**src/rtl/axis_multi_adder.sv**
```systemverilog
// axis_multi_adder: N-channel AXI-Stream join-and-add with one-beat
// per-channel holding registers and an output FIFO.
//
// Ports:
//   clk, rst      : clock, synchronous active-high reset
//   s_axis_data   : NUM_CH packed operands, channel i at [i*DATA_WIDTH +: DATA_WIDTH]
//   s_axis_valid  : per-channel valid
//   s_axis_ready  : per-channel ready (holding register empty)
//   m_axis_data   : sum at FIFO head, OUT_WIDTH bits
//   m_axis_valid  : FIFO non-empty
//   m_axis_ready  : downstream ready
//   result_count  : results popped since reset (wrapping)
module axis_multi_adder #(
  parameter int DATA_WIDTH = 8,
  parameter int NUM_CH     = 2,
  parameter int SIGNED     = 0,
  parameter int OUT_DEPTH  = 2,
  localparam int OUT_WIDTH = DATA_WIDTH + $clog2(NUM_CH)
) (
  input  logic                         clk,
  input  logic                         rst,
  input  logic [NUM_CH*DATA_WIDTH-1:0] s_axis_data,
  input  logic [NUM_CH-1:0]            s_axis_valid,
  output logic [NUM_CH-1:0]            s_axis_ready,
  output logic [OUT_WIDTH-1:0]         m_axis_data,
  output logic                         m_axis_valid,
  input  logic                         m_axis_ready,
  output logic [31:0]                  result_count
);

  localparam int PW = $clog2(OUT_DEPTH);
  localparam int CW = PW + 1;
  localparam int EW = OUT_WIDTH - DATA_WIDTH;

  logic [DATA_WIDTH-1:0] hold_q [NUM_CH];
  logic [DATA_WIDTH-1:0] hold_d [NUM_CH];
  logic [NUM_CH-1:0]     full_q;
  logic [NUM_CH-1:0]     full_d;

  logic [OUT_WIDTH-1:0]  mem_q [OUT_DEPTH];
  logic [PW-1:0]         wr_ptr_q;
  logic [PW-1:0]         rd_ptr_q;
  logic [CW-1:0]         cnt_q;
  logic [31:0]           rc_q;

  logic [NUM_CH-1:0]     avail;
  logic [DATA_WIDTH-1:0] op;
  logic [OUT_WIDTH-1:0]  ext;
  logic [OUT_WIDTH-1:0]  sum;
  logic                  pop;
  logic                  can_push;
  logic                  fire;

  // Ready comes from registered state only, gated by reset.
  assign s_axis_ready = ~full_q & {NUM_CH{~rst}};
  assign avail        = full_q | (s_axis_valid & s_axis_ready);

  assign m_axis_valid = (cnt_q != '0);
  assign m_axis_data  = mem_q[rd_ptr_q];
  assign result_count = rc_q;

  assign pop      = m_axis_valid && m_axis_ready;
  // A pop in the same cycle frees a slot, so a full FIFO still accepts.
  assign can_push = (cnt_q != CW'(OUT_DEPTH)) || pop;
  assign fire     = (&avail) && can_push;

  always_comb begin
    sum = '0;
    op  = '0;
    ext = '0;
    for (int i = 0; i < NUM_CH; i++) begin
      op = full_q[i] ? hold_q[i]
                     : s_axis_data[i*DATA_WIDTH +: DATA_WIDTH];
      if (SIGNED != 0) ext = {{EW{op[DATA_WIDTH-1]}}, op};
      else             ext = {{EW{1'b0}}, op};
      sum = sum + ext;
    end
  end

  always_comb begin
    full_d = full_q;
    for (int i = 0; i < NUM_CH; i++) hold_d[i] = hold_q[i];
    if (fire) begin
      full_d = '0;
    end else begin
      for (int i = 0; i < NUM_CH; i++) begin
        if (s_axis_valid[i] && s_axis_ready[i]) begin
          full_d[i] = 1'b1;
          hold_d[i] = s_axis_data[i*DATA_WIDTH +: DATA_WIDTH];
        end
      end
    end
  end

  always_ff @(posedge clk) begin
    if (rst) begin
      full_q   <= '0;
      for (int i = 0; i < NUM_CH; i++) hold_q[i] <= '0;
      for (int j = 0; j < OUT_DEPTH; j++) mem_q[j] <= '0;
      wr_ptr_q <= '0;
      rd_ptr_q <= '0;
      cnt_q    <= '0;
      rc_q     <= '0;
    end else begin
      full_q <= full_d;
      for (int i = 0; i < NUM_CH; i++) hold_q[i] <= hold_d[i];
      if (fire) begin
        mem_q[wr_ptr_q] <= sum;
        wr_ptr_q        <= wr_ptr_q + PW'(1);
      end
      if (pop) begin
        rd_ptr_q <= rd_ptr_q + PW'(1);
        rc_q     <= rc_q + 32'd1;
      end
      if (fire && !pop)      cnt_q <= cnt_q + CW'(1);
      else if (!fire && pop) cnt_q <= cnt_q - CW'(1);
    end
  end

endmodule

```
**config.mk**
```make
export PLATFORM = sky130hd
export DESIGN_NAME = axis_multi_adder
export DESIGN_NICKNAME = d
export VERILOG_FILES = /design/src/rtl/axis_multi_adder.sv
export SDC_FILE = /design/constraint.sdc
export NUM_CORES = 1
export LEC_CHECK = 0
export ABC_AREA = 1
export BUFFER_PORTS_ARGS = -buffer_cell sky130_fd_sc_hd__buf_4
export CORE_UTILIZATION = 50
export CTS_CLUSTER_DIAMETER = 40
export DETAILED_ROUTE_END_ITERATION = 16
export HOLD_SLACK_MARGIN = 0.06
export PLACE_DENSITY = 0.72
export SLEW_MARGIN = 30
export SYNTH_ARGS = -nofsm -noshare
export SYNTH_HDL_FRONTEND = slang
export SYNTH_SLANG_ARGS = --single-unit
```
**constraint.sdc**
```tcl
create_clock -name clk -period 3.2 [get_ports clk]
set_input_delay 0.64 -clock clk [delete_from_list [all_inputs] [get_ports clk]]
set_output_delay 0.64 -clock clk [all_outputs]
set_load 0.03 [all_outputs]
```
-- Word level (Yosys, flattened, before mapping)
Memories as Yosys holds them, arrays and structs flattened. A register that Yosys moved wholly into a read port is not among the register bits.
Cells that the tools add are included.
- add/subtract/negate cells: 6
- $mul: 0
- div/mod/pow operators: 0
- magnitude comparators: 0
- equality and inequality tests: 1
- shift-type cells: 0
- muxes and demuxes: 20
- bitwise logic cells: 7
- reductions and logical operators: 14
- operators with widths (kind ; number):
    $mux 8 ; 6
    $add 32x1->32 const B ; 1
    $mux 16 ; 1
    $mux 1 ; 10
    $add 8x8->9 ; 1
    $mux 9 ; 1
    $reduce_or 9->1 ; 1
    $logic_and 1x1->1 ; 6
    $and 2x2->2 ; 2
    $mux 2 ; 2
    $reduce_bool 2->1 ; 2
    $add 1x1->1 const B ; 2
    $add 2x1->2 const B ; 1
    $logic_not 1->1 ; 2
    $ne 2x2->1 const B ; 1
    $not 2->2 ; 1
    $or 1x1->1 ; 2
    $or 2x2->2 ; 1
    $reduce_and 2->1 ; 1
    $reduce_or 2->1 ; 1
    $sub 2x1->2 const B ; 1
    $logic_or 1x1->1 ; 1
    $not 1->1 ; 1
- bits in registers: 38
- bits in latches: 0
- bits in writable memories: 34
- bits in read-only memories: 0
- input port bits: 21
- logic and storage cells: 56
- memories: 2
- memory list (memory ; depth ; bits a word ; rd ports ; clocked after Yosys merged registers in ; write ports ; RTL line ; source):
    mem_q ; 2 ; 9 ; 1 ; 1 ; 2 ; 40 ; logic [OUT_WIDTH-1:0] mem_q [OUT_DEPTH];
    hold_q ; 2 ; 8 ; 2 ; 0 ; 2 ; 35 ; logic [DATA_WIDTH-1:0] hold_q [NUM_CH];

-- Depth between registers and ports, before layout
- depth after elaboration: 11
- gate-level depth with buffers: 12
- gate-level depth less buffers: 10

-- Worst setup path before layout
OpenSTA, ideal clock, no wires.
- kind: input-to-reg
- start: input port s_axis_data[8]
- end: memory mem_q[0][6] (netlist name) (data pin)
- setup time: 0.257 ns
- arrival time: 2.006 ns
- required time: 2.943 ns
- slack: 0.937 ns
- stages: 9
- path buffers: 0
- cells stage by stage: mux2_2 > ha_1 > fa_1 > nand3_1 > nand2_1 > nand3_1 > nand2_1 > xnor2_1 > nor2_1
- RTL lines (what ; RTL line ; source):
    from (decl) ; 22 ; input logic [NUM_CH*DATA_WIDTH-1:0] s_axis_data,
    to (decl) ; 40 ;

==> report_table.html <==
<table>
<tr><th>Metric</th><th>Value</th></tr>
<tr><th colspan="2">Hold path</th></tr>
<tr><td>Class of the most critical hold timing path</td><td>flop to flop</td></tr>
<tr><td>Worst hold stages</td><td>1</td></tr>
<tr><td>Launch point of the worst hold path</td><td>rd_ptr_q</td></tr>
<tr><td>Hold endpoint</td><td>rd_ptr_q</td></tr>
<tr><th colspan="2">STA</th></tr>
<tr><td>Transition time at the pin with the least slew margin</td><td>0.5729 ns</td></tr>
<tr><td>Clock period minus worst slack</td><td>2.503 ns</td></tr>
<tr><td>Max Clock Skew</td><td>0.009548 ns</td></tr>
<tr><td>Rel. slew slack</td><td>0.6168</td></tr>
<tr><td>Number of max-slew violations in the final report</td><td>0</td></tr>
<tr><td>Unrepaired setup endpoints after global routing</td><td>false</td></tr>
<tr><td>Final hold violation count</td><td>0</td></tr>
<tr><td>Final setup fails</td><td>0</td></tr>
<tr><td>Share of the cycle needed by the critical path after routing</td><td>0.7821</td></tr>
<tr><td>Max Clk Rate</td><td>399.5 MHz</td></tr>
<tr><td>Smallest setup slack after layout</td><td>approximately 0.70 ns</td></tr>
<tr><td>Setup total negative slack</td><td>0 ns</td></tr>
<tr><th colspan="2">Global routing</th></tr>
<tr><td>Most heavily used metal layer in global routing</td><td>met2</td></tr>
<tr><td>Met1 capacity usage during global routing</td><td>0.3227</td></tr>
<tr><td>First-pass GRT wire length</td><td>14.93 mm</td></tr>
<tr><td>Largest net degree at the start of global routing</td><td>37</td></tr>
<tr><td>Aggregate global routing overflow</td><td>0</td></tr>
<tr><td>Fraction of met2 tracks used by global routing</td><td>0.3340</td></tr>
<tr><td>Via count of the first global-routing pass</td><td>3271</td></tr>
<tr><td>Met3 usage</td><td>0.02736</td></tr>
<tr><td>GRT Overall Usage</td><td>0.2218</td></tr>
<tr><td>Antenna violations before repair</td><td>0</td></tr>
<tr><th colspan="2">Worst setup path</th></tr>
<tr><td>Data arrival at the endpoint of the critical path</td><td>2.61 ns</td></tr>
<tr><td>Maximum cell stage delay along the critical path</td><td>0.62 ns</td></tr>
<tr><td>Internal reg-to-reg setup slack</td><td>0.70 ns</td></tr>
<tr><td>Kind of capture point of the worst setup path</td><td>flop</td></tr>
<tr><td>Critical path startpoint category</td><td>flop</td></tr>
<tr><td>Number of cells traversed by the worst register-to-register path</td><td>9</td></tr>
<tr><td>Ordered cell list for the critical path</td><td>mux2_2 -&gt; ha_1 -&gt; fa_1 -&gt; nand3_1 -&gt; nand2_1 -&gt; nand3_1 -&gt; nand2_1 -&gt; xnor2_1 -&gt; nor2_1</td></tr>
<tr><td>Worst R2R End</td><td>mem_q[0][6]</td></tr>
<tr><td>Required time of the critical path</td><td>roughly 3.3 ns</td></tr>
<tr><td>CP Max Fanout</td><td>11</td></tr>
<tr><td>Critical path start-end classification</td><td>flop to flop</td></tr>
<tr><td>Number of buffers and inverters on the critical path</td><td>0</td></tr>
<tr><td>Worst R2R Start</td><td>full_q[1]</td></tr>
<tr><td>Library cell contributing the largest single delay on the critical path</td><td>sky130_fd_sc_hd__dfxtp_1</td></tr>
<tr><td>Delay-heaviest family, CP</td><td>adder cells</td></tr>
<tr><th colspan="2">Power</th></tr>
<tr><td>Peak VDD IR</td><td>431.5 uV</td></tr>
<tr><td>Internal Pwr Total</td><td>around 1.6 mW</td></tr>
<tr><td>Power density cells</td><td>481.4 nW/um^2</td></tr>
<tr><td>Sw power</td><td>roughly 0.7 mW</td></tr>
<tr><td>Overall Power</td><td>2.300 mW</td></tr>
<tr><td>Fraction of power spent switching nets</td><td>0.2982</td></tr>
<tr><td>LEAKAGE</td><td>between 2 and 2.5 nW</td></tr>
<tr><td>Combinational share of power</td><td>0.201</td></tr>
<tr><td>Clk pwr share</td><td>0.347</td></tr>
<tr><td>Sequential group share of total power</td><td>0.452</td></tr>
<tr><th colspan="2">Route</th></tr>
<tr><td>Via count normalized by instance count</td><td>5.134</td></tr>
<tr><td>DR pass1 iterations</td><td>5</td></tr>
<tr><td>Post-DRT Antenna Nets</td><td>0</td></tr>
<tr><td>Drt first-iter violations</td><td>181</td></tr>
<tr><td>Detailed-route wire length</td><td>8.974 mm</td></tr>
<tr><td>Total number of vias</td><td>3676</td></tr>
<tr><td>DRC Markers</td><td>0</td></tr>
<tr><td>WL/cell</td><td>12.53 um</td></tr>
<tr><th colspan="2">Clock tree</th></tr>
<tr><td>Htree depth</td><td>3</td></tr>
<tr><td>Clock Tree Root</td><td>sky130_fd_sc_hd__clkbuf_8</td></tr>
<tr><td>Post-cts hold buffer count</td><td>0</td></tr>
<tr><td>CTS tree</td><td>built</td></tr>
<tr><td>Clock Pin Slew Worst Setup and Hold Paths</td><td>0.08 ns</td></tr>
<tr><td>TritonCTS Buffers</td><td>9</td></tr>
<tr><td>Number of sinks handled by clock tree synthesis</td><td>73</td></tr>
<tr><td>Number of gates resized after CTS</td><td>0</td></tr>
<tr><td>Setup fix buffers added after clock tree synthesis</td><td>0</td></tr>
<tr><td>Clock Path Buffers</td><td>2</td></tr>
<tr><td>Insertion delay of the later-clocked pin in the worst-skew pair</td><td>0.35 ns</td></tr>
<tr><th colspan="2">Synthesis</th></tr>
<tr><td>Share of synthesized cell area in full adder, half adder and majority cells</td><td>0.03594</td></tr>
<tr><td>Cell taking the most area after synthesis</td><td>sky130_fd_sc_hd__dfxtp_1</td></tr>
<tr><td>Count of different cell masters after synthesis</td><td>34</td></tr>
<tr><td>Dominant combinational cell family by area after synthesis</td><td>simple AND/OR/NAND/NOR gates</td></tr>
<tr><td>Fraction of registers with async set/reset</td><td>0</td></tr>
<tr><td>Cell Area, Synth</td><td>approximately 4000 um^2</td></tr>
<tr><td>Ranking of synthesized cells by instance count</td><td>105 x sky130_fd_sc_hd__nand2_1, 100 x sky130_fd_sc_hd__nor2_1, 66 x sky130_fd_sc_hd__inv_1</td></tr>
<tr><td>Portion of synthesized cell area occupied by the leading cell type</td><td>0.2726</td></tr>
<tr><td>Leading cell types by total area after synthesis</td><td>sky130_fd_sc_hd__dfxtp_1 27%, sky130_fd_sc_hd__edfxtp_1 13%, sky130_fd_sc_hd__nand2_1 9.8%</td></tr>
<tr><td>Post-synth EDFFs</td><td>18</td></tr>
<tr><td>Post-Synthesis Mean Instance Area</td><td>7.384 um^2</td></tr>
<tr><td>Yosys warning count</td><td>0</td></tr>
<tr><td>Net count of the mapped netlist</td><td>between 500 and 600</td></tr>
<tr><td>Share of synthesized cell area in and, or, nand and nor gates</td><td>0.3163</td></tr>
<tr><td>Post-synthesis mux area share</td><td>0.04740</td></tr>
<tr><td>Proportion of synthesized chip area in sequential cells</td><td>0.4064</td></tr>
<tr><td>Count leader, synth</td><td>sky130_fd_sc_hd__nand2_1</td></tr>
<tr><td>Xor/xnor share of the synthesized area</td><td>0.01518</td></tr>
<tr><td>Synthesized-area fraction occupied by ao, oa, aoi and oai cells</td><td>0.08829</td></tr>
<tr><td>Most instantiated flip-flop cell in the synthesis netlist</td><td>sky130_fd_sc_hd__dfxtp_1</td></tr>
<tr><td>Post-Synthesis Cells</td><td>547</td></tr>
<tr><td>Number of synthesized register bits</td><td>73</td></tr>
<tr><th colspan="2">Floorplanning</th></tr>
<tr><td>Die area</td><td>8441 um^2</td></tr>
<tr><td>Width of the die</td><td>91.88 um</td></tr>
<tr><td>Number of core rows</td><td>32</td></tr>
<tr><td>Area of the core region</td><td>7767 um^2</td></tr>
<tr><td>Die height</td><td>91.88 um</td></tr>
<tr><td>I/O pin total</td><td>65</td></tr>
<tr><td>Starting utilization of the core area</td><td>0.5200</td></tr>
<tr><th colspan="2">Placed design</th></tr>
<tr><td>Count of input and output buffers</td><td>64</td></tr>
<tr><td>Placed cell count</td><td>700</td></tr>
<tr><td>Post-place setup slack</td><td>~0.70 ns</td></tr>
<tr><td>Global placer's final weighted congestion</td><td>roughly 0.9</td></tr>
<tr><td>Detailed placement HPWL</td><td>6.621 mm</td></tr>
<tr><th colspan="2">Cells and area</th></tr>
<tr><td>Antenna fix cells</td><td>0</td></tr>
<tr><td>Fin cells</td><td>716</td></tr>
<tr><td>Final cell utilization of the core</td><td>0.6150</td></tr>
<tr><td>Post-synthesis to final-layout area growth</td><td>18.28%</td></tr>
<tr><td>Share of final-layout standard cells stronger than drive strength 1</td><td>0.1954</td></tr>
<tr><td>Nets</td><td>641</td></tr>
<tr><th colspan="2">Flow run</th></tr>
<tr><td>Count of max-cap constraint violations</td><td>0</td></tr>
<tr><th colspan="2">Run status</th></tr>
<tr><td>Outcome</td><td>completed</td></tr>
</table>
==> power by group through the flow <==
stage | combinational [mW] | clock [mW] | sequential [mW]
2_1_floorplan | 0.349 | 0 | 1.05
4_1_cts | 0.462 | 0.810 | 1.04
5_1_grt | 0.510 | 0.845 | 1.05
3_5_place_dp | 0.459 | 0 | 1.06
3_3_place_gp | 0.449 | 0 | 1.06
6_report | 0.462 | 0.798 | 1.04
==> registers in the layout, indices dropped and copies added, names as in the netlist, named ones only <==
name,flops
cnt_q,2
full_q,2
hold_q,16
mem_q,18
rd_ptr_q,1
result_count,32
wr_ptr_q,1
==> kinds of logic (layout without fill, tap and decap cells) <==
logic type	count (synthesis)	in the layout
and+or+nand+nor	287	287
buffers and inverters	84	151
DFF	73	73
AOI/OAI and AO/OA	68	68
muxes	17	17
adders and majority gates	11	11
xor gates and xnor gates	7	7
==> cell type report <==
cell class / instances / area [um^2]
clock buffer: 9 / 123.9
clock inverter: 7 / 95.09
fill: 734 / 2990
inverter: 69 / 261.5
multi-input combinational: 390 / 2032
sequential: 73 / 1642
tap: 102 / 127.6
timing repair buffer: 66 / 495.5
==> worst max path at each step <==
| stage | startpoint | to | slack, ns | cells past startpoint |
|---|---|---|---|---|
| final | full_q[1] | mem_q[0][6] | 0.70 | 9 |
| after global routing | full_q[1] | mem_q[0][6] | 0.54 | 9 |
| after CTS | full_q[1] | mem_q[0][6] | 0.69 | 9 |
| after detailed placement | s_axis_data[8] | mem_q[0][6] | 0.70 | 10 |
| after global placement | s_axis_data[8] | mem_q[0][6] | 0.74 | 10 |
| after floorplan | s_axis_data[8] | mem_q[0][6] | 0.94 | 9 |
==> cell usage in the layout (no fill, tap or decap), drive strengths merged <==
master / instances
fa: 1
mux2: 17
nand3: 42
ha: 10
dfxtp: 55
buf: 66
o21bai: 1
nor2: 108
inv: 69
nand4: 8
bufinv: 2
clkinvlp: 1
nor3b: 1
a21boi: 1
xnor2: 4
nand2: 107
nand3b: 3
o21ai: 34
clkinv: 4
edfxtp: 18
nor3: 17
a21oi: 32
clkbuf: 9
or2: 1
xor2: 3
==> layer usage <==
metal	wire (um)	vias to the layer above
met5	0	-
met2	3999	112
met3	464	13
met1	4369	1662
li1	-	1889
met4	141	0
==> metrics by stage <==
stage	cell area (um^2)	hold WS, ns
3_5_place_dp	4558	0.4484
5_1_grt	4777	0.4949
2_1_floorplan	4039	0.4249
6_report	4777	0.4600
4_1_cts	4777	0.4622
3_3_place_gp	4558	0.4357
(Power assumes the default switching activity.)
